## src/rtl/adder_input_packer.sv

```systemverilog
// adder_input_packer: serial-to-parallel front end for the fixed-point adder tree.
// Collects NUM_INPUTS signed words per group, emits one packed vector with a
// single-cycle out_valid, and delays out_end_flag by DRAIN_CYCLES after the
// layer's last word so the adder pipeline can drain.
// Optional feature macro: ADDER_PACK_PAD_EN (emit zero-padded partial groups).
module adder_input_packer #(
    parameter int DATA_WIDTH   = 12,
    parameter int NUM_INPUTS   = 32,
    parameter int DRAIN_CYCLES = 8
) (
    input  logic                             clk,
    input  logic                             reset,
    input  logic                             in_valid,
    output logic                             in_ready,
    input  logic [DATA_WIDTH-1:0]            in_data,
    input  logic                             in_last,
    output logic [NUM_INPUTS*DATA_WIDTH-1:0] out_numbers,
    output logic                             out_valid,
    output logic                             out_end_flag
);

    localparam int CNT_W = (NUM_INPUTS > 1) ? $clog2(NUM_INPUTS) : 1;
    localparam int VEC_W = NUM_INPUTS * DATA_WIDTH;
    localparam logic [CNT_W-1:0] LAST_SLOT  = CNT_W'(NUM_INPUTS - 1);
    localparam logic [7:0]       DRAIN_LOAD = 8'(DRAIN_CYCLES - 1);

    typedef enum logic [1:0] {
        COLLECT,
        DRAIN,
        END
    } state_t;

    state_t             state, state_next;
    logic [CNT_W-1:0]   cnt, cnt_next;
    logic [7:0]         drain_cnt, drain_next;
    logic [VEC_W-1:0]   buffer, buffer_next;
    logic [VEC_W-1:0]   merged;
    logic [VEC_W-1:0]   numbers_next;
    logic               valid_next;
    logic               end_next;
    logic               ready_next;
    logic               accept;

    // State register and all registered outputs; reset clears any partial group.
    always_ff @(posedge clk or posedge reset) begin
        if (reset) begin
            state        <= COLLECT;
            cnt          <= '0;
            drain_cnt    <= '0;
            buffer       <= '0;
            out_numbers  <= '0;
            out_valid    <= 1'b0;
            out_end_flag <= 1'b0;
            in_ready     <= 1'b1;
        end else begin
            state        <= state_next;
            cnt          <= cnt_next;
            drain_cnt    <= drain_next;
            buffer       <= buffer_next;
            out_numbers  <= numbers_next;
            out_valid    <= valid_next;
            out_end_flag <= end_next;
            in_ready     <= ready_next;
        end
    end

    // Next-state, slot merge, emit decision and drain countdown.
    always_comb begin
        state_next   = state;
        cnt_next     = cnt;
        drain_next   = drain_cnt;
        buffer_next  = buffer;
        numbers_next = out_numbers;
        valid_next   = 1'b0;
        end_next     = 1'b0;
        accept       = in_valid && in_ready;

        // Buffer with the incoming word dropped into the current slot.
        merged = buffer;
        for (int unsigned k = 0; k < NUM_INPUTS; k++) begin
            if (cnt == CNT_W'(k)) begin
                merged[k*DATA_WIDTH +: DATA_WIDTH] = in_data;
            end
        end

        case (state)
            COLLECT: begin
                if (accept) begin
                    if (cnt == LAST_SLOT) begin
                        // Full group (with or without in_last) always emits once.
                        numbers_next = merged;
                        valid_next   = 1'b1;
                        buffer_next  = '0;
                        cnt_next     = '0;
                    end else if (in_last) begin
`ifdef ADDER_PACK_PAD_EN
                        numbers_next = merged;
                        valid_next   = 1'b1;
`endif
                        buffer_next  = '0;
                        cnt_next     = '0;
                    end else begin
                        buffer_next  = merged;
                        cnt_next     = cnt + CNT_W'(1);
                    end
                    if (in_last) begin
                        state_next = DRAIN;
                        drain_next = DRAIN_LOAD;
                    end
                end
            end
            DRAIN: begin
                if (drain_cnt == '0) begin
                    state_next = END;
                    end_next   = 1'b1;
                end else begin
                    drain_next = drain_cnt - 8'd1;
                end
            end
            END: begin
                state_next = COLLECT;
            end
            default: begin
                state_next = COLLECT;
            end
        endcase

        ready_next = (state_next == COLLECT);
    end

endmodule

```

## config.mk

```make
export PLATFORM = sky130hd
export DESIGN_NAME = adder_input_packer
export DESIGN_NICKNAME = d
export VERILOG_FILES = /design/src/rtl/adder_input_packer.sv
export SDC_FILE = /design/constraint.sdc
export NUM_CORES = 2
export LEC_CHECK = 0
export ABC_AREA = 1
export BUFFER_PORTS_ARGS = -buffer_cell sky130_fd_sc_hd__buf_2
export CAP_MARGIN = 10
export CORE_ASPECT_RATIO = 0.9
export CORE_MARGIN = 2
export CORE_UTILIZATION = 45
export DETAILED_ROUTE_END_ITERATION = 12
export RECOVER_POWER = 25
export SYNTH_ARGS = -nofsm -noshare
export SYNTH_HDL_FRONTEND = slang
export SYNTH_SLANG_ARGS = --single-unit
```

## constraint.sdc

```tcl
create_clock -name clk -period 60.2 [get_ports clk]
set_input_delay 12.04 -clock clk [delete_from_list [all_inputs] [get_ports clk]]
set_output_delay 12.04 -clock clk [all_outputs]
set_load 0.005 [all_outputs]
```

==> reports/qor.csv <==
stage;metric;value;unit
status;outcome;finished, violations left;
status;failing checks;max-capacitance violations, max-slew violations;
detailed_routing;DRT Pass-1 Iters;6;
setup_path;RR Endpoint;buffer[32]$_DFFE_PP0P_;
cts;clock root cell;clkbuf_16;
cts;CTS tree;yes;
setup_path;R2R depth;8;
global_routing;largest net degree at the start of global routing;223;
global_routing;initial antenna violation count;2;
cts;Clock Latency Late Sink;630;ps
cts;H-tree depth reported by CTS;3;
die;Die Ht;256;um
placement;DP HPWL;50900;um
pwr;Worst VDD drop;30.9;uV
synthesis;register area share after synthesis;61.2;%
timing;WHS;473;ps
timing;Setup TNS;0;ps
timing;RSZ-0062 raised after global routing;no;
cts;CTS Hold Bufs;0;
layout;share of cells above drive strength 1;13.6;%
placement;IO buf count;402;
setup_path;crit path to;buffer[32]$_DFFE_PP0P_;
synthesis;Syn Nets;3505;
die;num rows;92;
setup_path;Worst path slowest cell;clkbuf_1;
global_routing;GRT overflow;0;
setup_path;FF-to-FF setup slack;45900;ps
die;Core Region;69800;um2
die;Starting Density;45.4;%
setup_path;CP Capture Type;flop;
synthesis;#FFs+latches synth;774;
timing;setup violators final;0;
setup_path;type of the worst setup path;input port to flop;
global_routing;gr usage total;24.2;%
synthesis;Avg Inst Size Synth;9.09;um2
cts;total CTS buffers;82;
timing;max frequency;0.0394;GHz
detailed_routing;Routed WL per cell;18.8;um
synthesis;Distinct cells, synth;23;
placement;final estimated routing congestion in global placement;0.753;
timing;endpoints failing hold;0;
pwr;Pwr per Cell Area;44.5;nW/um2
setup_path;max incr delay on CP;7600;ps
detailed_routing;1st-iter DRT viols;2257;
timing;Slew @ Worst Pin;11260;ps
timing;fin crit share;42.1;%
worst_hold_path;hold crit path type;flop to flop;
die;die area;72400;um2
detailed_routing;vias per cell;5.19;
detailed_routing;Via Count;24600;
setup_path;Worst EP required;60630;ps
global_routing;global-route wire length before repair;138000;um
cts;post-CTS sizing;0;
job;Max Cap Violations;5;
die;# IOs;403;
layout;Antenna diodes;0;
setup_path;R2R Path Start;in_ready$_DFF_PP1_;
global_routing;vias in the first global route;23000;
setup_path;Worst path most repeated cell;buf_4;
die;Die X;283;um
synthesis;cells after synthesis;3481;
timing;Clock Skews;11.5;ps
cts;Post-CTS Setup Bufs;0;
layout;area grow syn2layout;15.9;%
timing;Period minus WS final;25370;ps
cts;total clock sinks;774;
setup_path;crit start category;input port;
detailed_routing;Post-route DRC;0;
detailed_routing;final WL;89300;um
timing;Rel. slew slack;-651;%
cts;CTS Buffer Depth;3;
synthesis;Post-Syn Area;31600;um2
synthesis;synthesis warning total;0;
setup_path;Cell Chain, Critical Path;clkbuf_1 -> nand2_1 -> nor2_4 -> clkbuf_1 -> nand2_4 -> buf_4 -> buf_4 -> buf_4 -> o22ai_1;
detailed_routing;Routed Antenna Nets;0;
cts;Clock transition at path regs;60;ps
setup_path;CP max FO;222;
timing;Pins Over Slew Limit;811;
setup_path;Worst EP arrival;25800;ps
layout;final net count;3755;
setup_path;crit path from;in_valid;
pwr;Lkg Pwr;19.1;nW
cell type report:
class                   instances  area [um2]
multi-input cells            2028        9660
clock buffers                 116        2370
repair buffers                434        2160
well taps                     940        1180
fillers                      6528       33100
clock inverters                36         365
inverters                     411        1540
flip-flops and latches        774       19400
kinds of logic (layout without fill, tap and decap cells):
group	after synthesis	after routing	synth area share, %
DFF	774	774	61.2
AOI/OAI and AO/OA	1127	1127	19.3
xor gates and xnor gates	1	1	0.0277
adders and majority gates	8	8	0.316
buffers and inverters	679	997	8.32
and+or+nand+nor	892	892	10.8
sequential cells by signal (all words and copies together), names as in the netlist:
register / count
state: 2
drain_cnt: 8
buffer: 372
cnt: 5
out_numbers: 384
in_ready: 1
out_valid: 1
out_end_flag: 1
through the flow:
step	setup slack (ps)	total power, W	cells	util (%)	cell area, um2
floorplan	26430	0.00102	3481	-	31600
global placement	43640	0.00111	4587	48.8	34100
detailed placement	43550	0.00112	4587	48.8	34100
CTS	44250	0.00164	4739	52.7	36800
global route	33770	0.00174	4739	52.5	36700
finish	34830	0.00163	4739	52.5	36700
critical path, delay by kind of cell:
| family | cells | cell delay [ps] |
|---|---|---|
| AND/OR/NAND/NOR | 3 | 3380 |
| buffers and inverters | 5 | 10000 |
| AO/OA/AOI/OAI | 1 | 240 |
cells in the mapped netlist:
library cell	n	area [um2]
nor2_1	27	101
buf_2	57	285
nand2_1	822	3090
ha_1	8	100
inv_1	409	1540
dfstp_2	1	26.3
buf_1	7	26.3
nand3_2	2	20.0
clkinv_1	2	7.51
o21ai_1	3	15.0
xor2_1	1	8.76
dfrtp_1	773	19300
nand3_1	35	175
o21ai_0	748	3740
clkbuf_1	201	754
nand3b_1	1	7.51
o22ai_1	373	2330
nand2_2	1	6.26
a21oi_1	2	10.0
nor2_2	1	6.26
buf_4	3	22.5
o21bai_1	1	7.51
nor3_1	3	15.0
layer usage:
| metal | GRT usage (%) | wire length, um |
|---|---|---|
| met1 | 36.5 | 42500 |
| met4 | 6.41 | 2190 |
| met3 | 5.55 | 5620 |
| met5 | 0 | 0 |
| met2 | 35.3 | 39000 |
report_power, final:
part	leakage, nW	internal [W]	switching (W)	total (W)
logic	7.07	0.000153	0.000288	0.000441
registers	10.7	0.000642	0.0000358	0.000678
clock network	1.35	0.000298	0.000213	0.000511
total	19.1	0.00109	0.000538	0.00163
cell usage in the layout, fill, tap and decap left out, types with 2 or more instances in the layout:
cell type / instances
ha_1: 8
clkinv_1: 2
clkbuf_1: 77
o21ai_0: 748
o22ai_1: 373
nand2_1: 821
bufinv_16: 5
clkinv_8: 2
clkbuf_16: 83
nand3_2: 2
inv_6: 2
nor3_1: 3
inv_1: 408
o21ai_1: 3
buf_4: 28
a21oi_1: 2
clkbuf_8: 17
clkinvlp_4: 6
nor2_1: 26
nand3_1: 35
clkinv_2: 20
dfrtp_1: 773
buf_2: 344
how the worst min path moves through the flow:
stage / start / end / cells after the start
6_report: out_numbers[381]$_DFFE_PP0P_ / out_numbers[381]$_DFFE_PP0P_ / 2
5_1_grt: out_numbers[383]$_DFFE_PP0P_ / out_numbers[383]$_DFFE_PP0P_ / 2
4_1_cts: out_numbers[381]$_DFFE_PP0P_ / out_numbers[381]$_DFFE_PP0P_ / 2
3_5_place_dp: out_numbers[383]$_DFFE_PP0P_ / out_numbers[383]$_DFFE_PP0P_ / 2
3_3_place_gp: out_numbers[101]$_DFFE_PP0P_ / out_numbers[101]$_DFFE_PP0P_ / 2
2_1_floorplan: drain_cnt[0]$_DFFE_PP0P_ / drain_cnt[0]$_DFFE_PP0P_ / 2
No activity file was read; power rests on OpenSTA's default activity.
